==> config.mk <==
export PLATFORM = sky130hd
export DESIGN_NAME = bird_physics
export DESIGN_NICKNAME = d
export VERILOG_FILES = /design/src/rtl/bird_pkg.sv /design/src/rtl/bird_physics_rise_edge.sv /design/src/rtl/bird_physics.sv
export SDC_FILE = /design/constraint.sdc
export NUM_CORES = 1
export LEC_CHECK = 0
export ABC_CLOCK_PERIOD_IN_PS = 3700
export CORE_MARGIN = 3
export CORE_UTILIZATION = 45
export CTS_BUF_LIST = sky130_fd_sc_hd__clkbuf_8
export CTS_CLUSTER_SIZE = 30
export DETAILED_ROUTE_END_ITERATION = 16
export GPL_TIMING_DRIVEN = 0
export PLACE_DENSITY = 0.7
export REMOVE_ABC_BUFFERS = 1
export SYNTH_ARGS = -nofsm -noshare
export SYNTH_HDL_FRONTEND = slang
export SYNTH_SLANG_ARGS = --single-unit
==> constraint.sdc <==
create_clock -name clk -period 3.7 [get_ports clk]
set_input_delay 0.37 -clock clk [delete_from_list [all_inputs] [get_ports clk]]
set_output_delay 0.37 -clock clk [all_outputs]
set_load 0.05 [all_outputs]
==> src/rtl/bird_pkg.sv <==
// Shared types and default constants for the bird vertical-motion engine.
package bird_pkg;

  typedef enum logic [1:0] {IDLE, FLY, DEAD} bird_state_t;

  localparam int BIRD_ROWS      = 16;
  localparam int BIRD_START_ROW = 8;
  localparam int BIRD_GRAVITY   = 1;
  localparam int BIRD_MAX_FALL  = 3;
  localparam int BIRD_FLAP_VEL  = 3;
  localparam int BIRD_VEL_W     = 5;

  // Velocity add that saturates at the terminal fall speed.
  function automatic int sat_add(input int vel, input int inc, input int hi);
    int sum;
    sum = vel + inc;
    return (sum > hi) ? hi : sum;
  endfunction

endpackage

==> src/rtl/bird_physics_rise_edge.sv <==
// Rising-edge detector with a registered history bit; rise is valid in the same cycle as the input edge.
module rise_edge (
  input  logic clk,
  input  logic reset,
  input  logic sig,
  output logic rise
);

  logic sig_q;

  always_ff @(posedge clk) begin
    if (reset) sig_q <= 1'b0;
    else       sig_q <= sig;
  end

  assign rise = sig & ~sig_q;

endmodule

==> src/rtl/bird_physics.sv <==
// Bird vertical motion and IDLE/FLY/DEAD play-state FSM.
// BIRD_CEILING_KILL_EN: hitting the ceiling kills the bird instead of clamping at row 0.
module bird_physics
  import bird_pkg::*;
#(
  parameter int ROWS      = BIRD_ROWS,
  parameter int ROW_W     = 4,
  parameter int START_ROW = BIRD_START_ROW,
  parameter int GRAVITY   = BIRD_GRAVITY,
  parameter int MAX_FALL  = BIRD_MAX_FALL,
  parameter int FLAP_VEL  = BIRD_FLAP_VEL,
  parameter int VEL_W     = BIRD_VEL_W
) (
  input  logic                    clk,
  input  logic                    reset,
  input  logic                    tick,
  input  logic                    flap,
  input  logic                    collide,
  input  logic                    restart,
  output logic [ROW_W-1:0]        bird_y,
  output logic signed [VEL_W-1:0] bird_vel,
  output logic                    playing,
  output logic                    dead
);

  localparam logic signed [ROW_W+1:0] FLOOR = (ROW_W+2)'(ROWS - 1);

  bird_state_t              state;
  logic                     flap_pending;
  logic                     flap_rise;
  logic                     eff_flap;
  logic signed [VEL_W-1:0]  v_next;
  logic signed [ROW_W+1:0]  y_next;

  rise_edge u_flap_edge (
    .clk   (clk),
    .reset (reset),
    .sig   (flap),
    .rise  (flap_rise)
  );

  // Position is computed two bits wider and signed so both floor and ceiling overshoot are visible.
  always_comb begin
    eff_flap = flap_pending | flap_rise;
    v_next   = eff_flap ? VEL_W'(-FLAP_VEL)
                        : VEL_W'(sat_add(int'(bird_vel), GRAVITY, MAX_FALL));
    y_next   = $signed({2'b00, bird_y}) + (ROW_W+2)'(v_next);
  end

  always_ff @(posedge clk) begin
    if (reset) begin
      state        <= IDLE;
      bird_y       <= ROW_W'(START_ROW);
      bird_vel     <= '0;
      flap_pending <= 1'b0;
      playing      <= 1'b0;
      dead         <= 1'b0;
    end else begin
      case (state)
        IDLE: begin
          bird_y       <= ROW_W'(START_ROW);
          bird_vel     <= '0;
          flap_pending <= 1'b0;
          if (flap_rise) begin
            state   <= FLY;
            playing <= 1'b1;
          end
        end
        FLY: begin
          if (collide) begin
            state        <= DEAD;
            playing      <= 1'b0;
            dead         <= 1'b1;
            flap_pending <= 1'b0;
          end else if (tick) begin
            flap_pending <= 1'b0;
            if (y_next >= FLOOR) begin
              bird_y   <= ROW_W'(ROWS - 1);
              bird_vel <= '0;
              state    <= DEAD;
              playing  <= 1'b0;
              dead     <= 1'b1;
            end else if (y_next[ROW_W+1]) begin
              bird_y   <= '0;
              bird_vel <= '0;
`ifdef BIRD_CEILING_KILL_EN
              state    <= DEAD;
              playing  <= 1'b0;
              dead     <= 1'b1;
`endif
            end else begin
              bird_y   <= y_next[ROW_W-1:0];
              bird_vel <= v_next;
            end
          end else if (flap_rise) begin
            flap_pending <= 1'b1;
          end
        end
        DEAD: begin
          if (restart) begin
            state        <= IDLE;
            bird_y       <= ROW_W'(START_ROW);
            bird_vel     <= '0;
            flap_pending <= 1'b0;
            dead         <= 1'b0;
            playing      <= 1'b0;
          end
        end
        default: begin
          state   <= IDLE;
          playing <= 1'b0;
          dead    <= 1'b0;
        end
      endcase
    end
  end

endmodule

== Yosys cells after proc, flatten, opt, wreduce, memory -nomap -nowiden ==
Index checks and enable logic that the tools add are counted.

* Bits in registers: 15
* Latch bits: 0
* Bits in writable memories: 0
* Bits in read-only memories: 0
* Output and inout bits: 11
* Logic and storage cells: 63
* Memories: 0

* Add/subtract/negate cells: 2
* Multipliers: 0
* Divide/modulo/power cells: 0
* Order comparisons: 2
* Equal/unequal tests: 9
* Shift-type cells: 0
* Muxes and demuxes: 33
* Bitwise gates (word level): 4
* Reduce and logical (&&, ||, !) cells: 6

{| class="wikitable"
|+ Operator list
! kind !! number
|-
| $mux W5 || 7
|-
| $mux W4 || 5
|-
| $pmux W5 S3 || 1
|-
| $pmux W4 S3 || 1
|-
| $reduce_and A4 Y1 || 3
|-
| $mux W1 || 10
|-
| $mux W2 || 5
|-
| $pmux W1 S3 || 3
|-
| $ne A2 B2 Y1 const B || 4
|-
| $add A5 B2 Y6 const B || 1
|-
| $add A5 B5 Y6 || 1
|-
| $ge A6 B5 Y1 const B || 1
|-
| $gt A6 B3 Y1 const B || 1
|-
| $ne A3 B3 Y1 const B || 2
|-
| $pmux W2 S3 || 1
|-
| $ne A4 B4 Y1 const B || 1
|-
| $reduce_and A3 Y1 || 1
|-
| $reduce_bool A3 Y1 || 1
|-
| $eq A2 B1 Y1 const B || 1
|-
| $eq A2 B2 Y1 const B || 1
|-
| $logic_not A2 Y1 || 1
|-
| $not A1 Y1 || 2
|-
| $and A1 B1 Y1 || 1
|-
| $or A1 B1 Y1 || 1
|}

== Logic depth before layout (Yosys ltp) ==
Gate-level depths: netlist of run 1.

* Depth in word-level cells: 10
* Mapped depth: 14
* Depth with buffers taken out: 14

== Hierarchy ==
From an unflattened synthesis of run 1, not the netlist that was laid out.

* Cell total of the unflattened synthesis: 133
* Area total of the unflattened synthesis: 1062.3 um^2

{| class="wikitable"
|+ By module, submodules not included
! module !! instances !! cells an instance !! area each (um^2)
|-
| bird_physics || 1 || 130 || 1014.7
|-
| rise_edge || 1 || 3 || 47.5
|}

== Least setup slack after synthesis of run 1 ==
OpenSTA, ideal clock, no wires.

* Kind: reg-to-reg
* Start point: register bird_vel[0]
* End point: register dead
* Setup time: 0.103 ns
* Data arrival time: 3.218 ns
* Data required time: 3.597 ns
* Slack: 0.379 ns
* Stages on the path, launching flop included: 12
* Path buffers: 0
* Cells stage by stage: dfxtp_1 ha_1 nor2b_1 o21bai_1 a311oi_1 inv_1 fa_1 nand2b_1 a21oi_1 xnor2_1 o21ai_2 a2111oi_2

* Cells in the longest elaborated chain, start to end: 8

{| class="wikitable"
|+ RTL lines
! item !! line !! source
|-
| from (decl) || bird_physics.sv:21 || <nowiki>output logic signed [VEL_W-1:0] bird_vel,</nowiki>
|-
| from (signal assigned) || bird_physics.sv:93 || <nowiki>bird_vel <= v_next;</nowiki>
|-
| $add A5 B2 Y6 (*) || bird_pkg.sv:16 || <nowiki>sum = vel + inc;</nowiki>
|-
| $gt A6 B3 Y1 || bird_pkg.sv:17 || <nowiki>return (sum > hi) ? hi : sum;</nowiki>
|-
| $mux W5 (*) || bird_pkg.sv:17 ||
|-
| $mux W5 (*) || bird_physics.sv:45 || <nowiki>v_next = eff_flap ? VEL_W'(-FLAP_VEL)</nowiki>
|-
| $add A5 B5 Y6 (*) || bird_physics.sv:47 || <nowiki>y_next = $signed({2'b00, bird_y}) + (ROW_W+2)'(v_next);</nowiki>
|-
| $ge A6 B5 Y1 (*) || bird_physics.sv:77 || <nowiki>if (y_next >= FLOOR) begin</nowiki>
|-
| $ne A3 B3 Y1 (no source line) (*) || - ||
|-
| $reduce_and A4 Y1 (no source line) (*) || - ||
|-
| to (signal assigned) || bird_physics.sv:57 || <nowiki>dead <= 1'b0;</nowiki>
|-
| to (signal assigned) || bird_physics.sv:73 || <nowiki>dead <= 1'b1;</nowiki>
|-
| to (signal assigned) || bird_physics.sv:82 || <nowiki>dead <= 1'b1;</nowiki>
|-
| to (decl) || bird_physics.sv:23 || <nowiki>output logic dead</nowiki>
|}

Mark *: on every way between the ends. The rest lies on a longest branch, timed or not.
A chain may end at the register's enable or synchronous reset.

== Final worst setup path of run 1 ==
Ends and elaborated chain as after synthesis.

==> implementation parameters, run 1 <==
Parameter                              Value

Status
  Outcome    complete, no violations

Layout
  Number of nets at the end of the flow    145
  Share of layout cells above drive strength 1    13.1%
  Antenna diodes    0
  Number of filler cells placed in the layout    ~190
  Sequential cell area    280 um^2
  Signed area change from the synthesized netlist to the final layout    24.7%
  Area used by multi-input combinational logic    about 650 um^2

Clock network
  Clock slew at reported path FFs    around 0.06 ns
  Number of CTS-inserted buffers    3
  Latest clock arrival within the worst-skew pair    ~0.25 ns
  Cell chosen for the clock root    sky130_fd_sc_hd__clkbuf_8
  Max Root-Sink Buffers    2
  Post-CTS Hold Buffers    0
  Post-CTS resize count    0
  Buffer count from post-CTS setup fixing    0
  Maximum level of the CTS H-tree    1
  Clock tree from TritonCTS    done
  Clock Sink Count    14

Timing
  Final worst slack    between 0.3 and 0.4 ns
  Final Hold Violating Endpoints    0
  Fin Setup TNS    0 ns
  Share of the cycle needed by the critical path after routing    approximately nine tenths
  Shortest clock period the worst path allows after layout    roughly 3.4 ns
  Total count of max-transition violations in the final report    0
  Slew at the pin with the worst max-slew slack    between 0.5 and 0.6 ns
  Relative slew slack    66.5%
  Maximum frequency from static timing analysis    a little under 300 MHz
  Final clock skew    0.000557 ns
  Final setup violation count    0
  Setup repair after global routing missed its margin    no

Logic synthesis
  Syn. warnings    0
  Cell count after synthesis    111
  Leading cell type by number of instances after synthesis    sky130_fd_sc_hd__dfxtp_1
  Syn avg cell area    slightly below 9 um^2
  Commonest cells in the synthesized netlist    sky130_fd_sc_hd__dfxtp_1 (14), sky130_fd_sc_hd__inv_1 (11), sky130_fd_sc_hd__nor2_1 (11)
  Number of distinct standard cells referenced by the synthesized netlist    40
  Post-synthesis cell area    between 900 and 1000 um^2
  Leading cell types by total area after synthesis    sky130_fd_sc_hd__dfxtp_1 (29%), sky130_fd_sc_hd__ha_1 (9.0%), sky130_fd_sc_hd__a32o_1 (6.2%)
  Share of async-settable or async-resettable flops after synthesis    0%
  Most common flop cell mapped by yosys    sky130_fd_sc_hd__dfxtp_1
  Number of synthesized register bits    14
  Cell taking the most area after synthesis    sky130_fd_sc_hd__dfxtp_1
  Count of flip-flops with a built-in enable after synthesis    0
  Proportion of netlist area held by the largest area contributor    about 29%
  Post-synthesis sequential area ratio    between 20% and 30%

Detailed routing
  Remaining routing DRC violations    0
  Average wire per standard cell    roughly 13 um
  DRC marker count from the first detailed-route iteration    10
  Ratio of routed vias to standard cells    ~5.6
  Max layer used    met4
  Number of antenna-violating nets in the routed design    0
  Detailed-routing wirelength on met1    around 950 um
  Total via count after detailed routing    ~900
  Met3 wire length    around 99 um
  Number of iterations in the first detailed-routing pass    4
  Routed wire length    around 2100 um
  Total met2 wirelength after detailed routing    approximately 1000 um

Power and ir drop
  Static Leak    roughly 0.45 nW
  Worst voltage drop across the vdd grid    between 0.00015 and 0.0002 V
  Total power per unit cell area    314 nW/um^2

Setup path
  Critical path's largest stage delay    approximately 0.47 ns
  Largest fanout of any net on the critical path    8
  R2R setup slack    0.34 ns
  Kind of critical path    flop to flop
  Reg2reg start    bird_vel[0]
  Crit path top cell by count    sky130_fd_sc_hd__ha_1
  CP startpoint    bird_vel[0]
  Data arrival time of the worst path    about 3.5 ns
  Startpoint type of the worst setup path    flop
  Category of the worst setup path capture point    flop
  Worst path cell trace    ha_1, nand2b_1, a21oi_1, o21ai_0, nand4_1, ha_1, inv_1, fa_1, or2b_1, nor4_2, o21ai_2, a2111oi_2
  Slowest cell on crit path    sky130_fd_sc_hd__dfxtp_1
  Endpoint required time on the critical path    between 3 and 4 ns

Die
  Number of I/O pins    17
  Initial core utilization    48.8%
  Die X-Extent    52.6 um
  Core region area    roughly 2000 um^2
  Area enclosed by the die boundary    around 2800 um^2
  Chip Height    between 50 and 60 um
  Total number of placement rows    16

Global routing
  Congestion Overflow GR    0
  Pin count of the biggest net entering global routing    12
  Initial antenna violation count    0
  First-pass GRT wire length    between 3000 and 4000 um
  Overall fraction of global-route tracks in use    between 15 and 20%
  Vias in the first global route    787

Hold path
  Hold Startpoint    bird_y[0]
  Worst hold path class    flop to flop

Run
  Max_cap viols    0

Place
  Post-Place Setup Slack    around 0.22 ns
  Estimated wirelength of the detail-placed design    around 1600 um
  RePlAce Congestion    ~0.83
  Port Buffers    16
[flip-flops by register name, indices dropped and copies added, names as in the netlist]
signal	count
bird_y	4
bird_vel	5
dead	1
u_flap_edge.sig_q	1
state	1
flap_pending	1
playing	1
[placed cells by master (no fill, tap or decap), types with 2 or more instances in the layout]
cell / n
sky130_fd_sc_hd__a21oi_1: 5
sky130_fd_sc_hd__a22o_1: 2
sky130_fd_sc_hd__a32o_1: 6
sky130_fd_sc_hd__clkbuf_8: 4
sky130_fd_sc_hd__clkdlybuf4s50_1: 16
sky130_fd_sc_hd__dfxtp_1: 14
sky130_fd_sc_hd__ha_1: 7
sky130_fd_sc_hd__inv_1: 11
sky130_fd_sc_hd__nand2_1: 9
sky130_fd_sc_hd__nand2b_1: 4
sky130_fd_sc_hd__nand3_1: 2
sky130_fd_sc_hd__nor2_1: 11
sky130_fd_sc_hd__nor2b_1: 3
sky130_fd_sc_hd__nor3_1: 2
sky130_fd_sc_hd__o21ai_0: 4
sky130_fd_sc_hd__o21bai_1: 2
sky130_fd_sc_hd__xnor2_1: 3
[final cells by class]
class                      instances  area share, %
multi-input combinational         85           53.1
timing repair buffer              16           13.2
clock buffer                       4           4.52
inverter                          11           3.39
sequential                        14           23.0
tap                               27           2.77
[power by group]
group	internal (mW)	total (mW)	switching, mW
Combinational	0.0296	0.0727	0.0431
Clock	0.0943	0.150	0.0560
Sequential	0.155	0.159	0.00479
[logic make-up (layout without fill, tap and decap cells)]
kind of cell    Yosys count  count (layout)  share of synthesized area, %
compound gates           30              30                          26.7
xor+xnor                  4               4                          3.59
fa+ha+maj                 8               8                          11.0
buf+inv                  12              31                          5.64
flops                    14              14                          28.7
simple gates             43              43                          24.4
[worst max-delay path: cells and delay by family (launching register included)]
family	cells	cell delay, ns
buffers and inverters	1	0.07
AO/OA/AOI/OAI	4	0.79
adder cells (fa/ha/maj)	3	0.99
flip-flops	1	0.47
AND/OR/NAND/NOR	4	0.93
[through the flow]
stage / std cells / util, % / power, mW / instance area, um^2 / hold WS, ns
2_1_floorplan: 110 / - / 0.213 / 962 / 0.442
3_3_place_gp: 153 / 57.8 / 0.234 / 1160 / 0.450
3_5_place_dp: 153 / 57.8 / 0.235 / 1160 / 0.459
4_1_cts: 157 / 60.5 / 0.388 / 1210 / 0.468
5_1_grt: 157 / 60.8 / 0.398 / 1220 / 0.500
6_report: 157 / 60.8 / 0.382 / 1220 / 0.460
[final timing paths]
| check | end | cells past startpoint |
|---|---|---|
| worst max-delay path | dead | 12 |
| worst min-delay path | bird_y[0] | 2 |
| worst max register to register | dead | 12 |
| worst min register to register | bird_y[0] | 2 |
[metal layers]
layer  global-route usage, %  vias up
li1                        -      438
met1                    20.3      408
met2                    26.7       31
met3                    2.56        5
met4                    10.2        0
met5                       0        -
Power figures use the tool's default switching activity.
==> run 2, diff against run 1 <==
--- a/config.mk
+++ b/config.mk
@@ -7,12 +7,12 @@
 export LEC_CHECK = 0
 export ABC_CLOCK_PERIOD_IN_PS = 3700
 export CORE_MARGIN = 3
-export CORE_UTILIZATION = 45
+export CORE_UTILIZATION = 44
 export CTS_BUF_LIST = sky130_fd_sc_hd__clkbuf_8
 export CTS_CLUSTER_SIZE = 30
 export DETAILED_ROUTE_END_ITERATION = 16
 export GPL_TIMING_DRIVEN = 0
-export PLACE_DENSITY = 0.7
+export PLACE_DENSITY = 0.68
 export REMOVE_ABC_BUFFERS = 1
 export SYNTH_ARGS = -nofsm -noshare
 export SYNTH_HDL_FRONTEND = slang
==> implementation parameters, run 2 (synthesis gave the netlist of run 1 again) <==
Parameter                              Value

Status
  Outcome    complete, no violations

Setup path
  Reg2reg start    bird_vel[0]
  R2R setup slack    approximately 0.31 ns
  Largest fanout of any net on the critical path    8
  Kind of critical path    flop to flop
  Worst path cell trace    ha_1, nand2b_1, a21oi_1, o21ai_0, nand4_1, ha_1, inv_1, fa_1, or2b_1, nor4_2, o21ai_2, a2111oi_2
  Slowest cell on crit path    sky130_fd_sc_hd__dfxtp_1
  CP startpoint    bird_vel[0]
  Critical path's largest stage delay    about 0.46 ns
  Endpoint of the worst setup timing path    dead
  Startpoint type of the worst setup path    flop
  Terminus of the critical flop-to-flop path    dead
  Category of the worst setup path capture point    flop
  Endpoint required time on the critical path    3.84 ns
  Worst reg2reg path depth    12
  Data arrival time of the worst path    around 3.5 ns
  Crit path top cell by count    sky130_fd_sc_hd__ha_1

Timing
  Slew at the pin with the worst max-slew slack    a little over 0.5 ns
  Final clock skew    0.00638 ns
  Final setup violation count    0
  Fin Setup TNS    0 ns
  Setup repair after global routing missed its margin    no
  Shortest clock period the worst path allows after layout    3.39 ns
  Final Hold Violating Endpoints    0
  Maximum frequency from static timing analysis    295 MHz
  Total count of max-transition violations in the final report    0
  Relative slew slack    66.0%
  Share of the cycle needed by the critical path after routing    roughly 92%
  Final worst slack    between 0.3 and 0.4 ns

Clock network
  Cell chosen for the clock root    sky130_fd_sc_hd__clkbuf_8
  Clock tree from TritonCTS    done
  Max Root-Sink Buffers    2
  Clock slew at reported path FFs    around 0.060 ns
  Clock Sink Count    14
  Maximum level of the CTS H-tree    1
  Number of CTS-inserted buffers    3
  Latest clock arrival within the worst-skew pair    between 0.2 and 0.25 ns

Place
  DP Cell Count    roughly 150
  Port Buffers    16
  RePlAce Congestion    just over 0.8
  Estimated wirelength of the detail-placed design    ~1500 um
  Post-Place Setup Slack    approximately 0.32 ns

Layout
  Final core area utilization    between 60 and 70%
  Regs by FF count    bird_vel x5, bird_y x4
  Signed area change from the synthesized netlist to the final layout    24.7%
  Antenna diodes    0
  Number of filler cells placed in the layout    between 150 and 200
  Number of nets at the end of the flow    between 100 and 150
  Post-route insts no fill    between 150 and 200
  Number of flip-flops under the largest register name    5
  Largest register by flop count    bird_vel
  Share of layout cells above drive strength 1    13.1%
  Most common cell after layout, fill and taps aside    sky130_fd_sc_hd__clkdlybuf4s50_1
  Most used cells in the layout excluding fill and tap cells    sky130_fd_sc_hd__clkdlybuf4s50_1 (16), sky130_fd_sc_hd__dfxtp_1 (14), sky130_fd_sc_hd__inv_1 (11), sky130_fd_sc_hd__nor2_1 (11), sky130_fd_sc_hd__nand2_1 (9)

Die
  Chip Height    about 53 um
  Number of I/O pins    17
  Area enclosed by the die boundary    between 2000 and 3000 um^2
  Total number of placement rows    16
  Die X-Extent    about 53 um
  Initial core utilization    just under 50%
  Core region area    approximately 2000 um^2

Global routing
  Initial antenna violation count    0
  Met3 usage    ~3.4%
  Congestion Overflow GR    0
  Global routing's busiest layer    met2
  Vias in the first global route    about 740
  Pin count of the biggest net entering global routing    12
  GR Layer Usage met2    between 20% and 30%
  Met1 layer usage reported by global route    19.3%
  First-pass GRT wire length    3170 um
  Overall fraction of global-route tracks in use    between 10% and 20%

Detailed routing
  Number of antenna-violating nets in the routed design    0
  Total via count after detailed routing    about 860
  Average wire per standard cell    12.2 um
  Number of iterations in the first detailed-routing pass    4
  Remaining routing DRC violations    0
  Routed wire length    1920 um
  DRC marker count from the first detailed-route iteration    12
  Ratio of routed vias to standard cells    ~5.5

Power and ir drop
  Total power per unit cell area    between 300 and 400 nW/um^2
  Worst voltage drop across the vdd grid    about 0.00021 V
  Static Leak    roughly 0.45 nW
  Overall power of the completed layout    0.375 mW

Hold path
  Worst hold path class    flop to flop

Run
  Max_cap viols    0
run 2: per-stage QoR:
step | area [um^2] | hold WS [ns]
after global placement | 1160 | 0.451
after floorplan | 962 | 0.442
after global routing | 1220 | 0.497
after CTS | 1210 | 0.465
after detailed placement | 1160 | 0.457
final | 1220 | 0.460
run 2: final cells by class:
type                    count  area, um^2  area share (%)
repair buffers             16         160            13.2
multi-input cells          85         647            53.1
well taps                  27        33.8            2.77
clock buffers               4        55.1            4.52
inverters                  11        41.3            3.39
flip-flops and latches     14         280            23.0
run 2: worst min path at each step:
| stage | end | cells after the start | start | slack (ns) |
|---|---|---|---|---|
| floorplan | u_flap_edge.sig_q | 1 | reset | 0.44 |
| global placement | bird_y[0] | 2 | bird_y[0] | 0.45 |
| detailed placement | bird_y[0] | 2 | bird_y[0] | 0.46 |
| CTS | bird_y[0] | 2 | bird_y[0] | 0.46 |
| global route | bird_y[0] | 2 | bird_y[0] | 0.50 |
| finish | bird_y[0] | 2 | bird_y[0] | 0.46 |
run 2: worst max-delay path, delay by kind of cell (launching register included):
family / cells / cell delay, ns
flip-flops: 1 / 0.46
buffers and inverters: 1 / 0.07
AO/OA/AOI/OAI: 4 / 0.83
adder cells (fa/ha/maj): 3 / 1.00
AND/OR/NAND/NOR: 4 / 0.93
run 2: power breakdown:
part	total [mW]	internal [mW]	switching [mW]
registers	0.159	0.155	0.00451
clock network	0.144	0.0940	0.0496
logic	0.0723	0.0296	0.0427
total	0.375	0.278	0.0969
run 2: what timing repair did:
action,in CTS,in global routing
endpoints found under the setup margin,0,2
hold buffers,0,0
setup buffers,0,0
gates resized for setup,0,1
run 2: routing by layer:
layer	vias to the layer above	share of wire, %
li1	445	-
met4	0	0.83
met3	2	3.8
met5	-	0
met1	401	47
met2	16	48
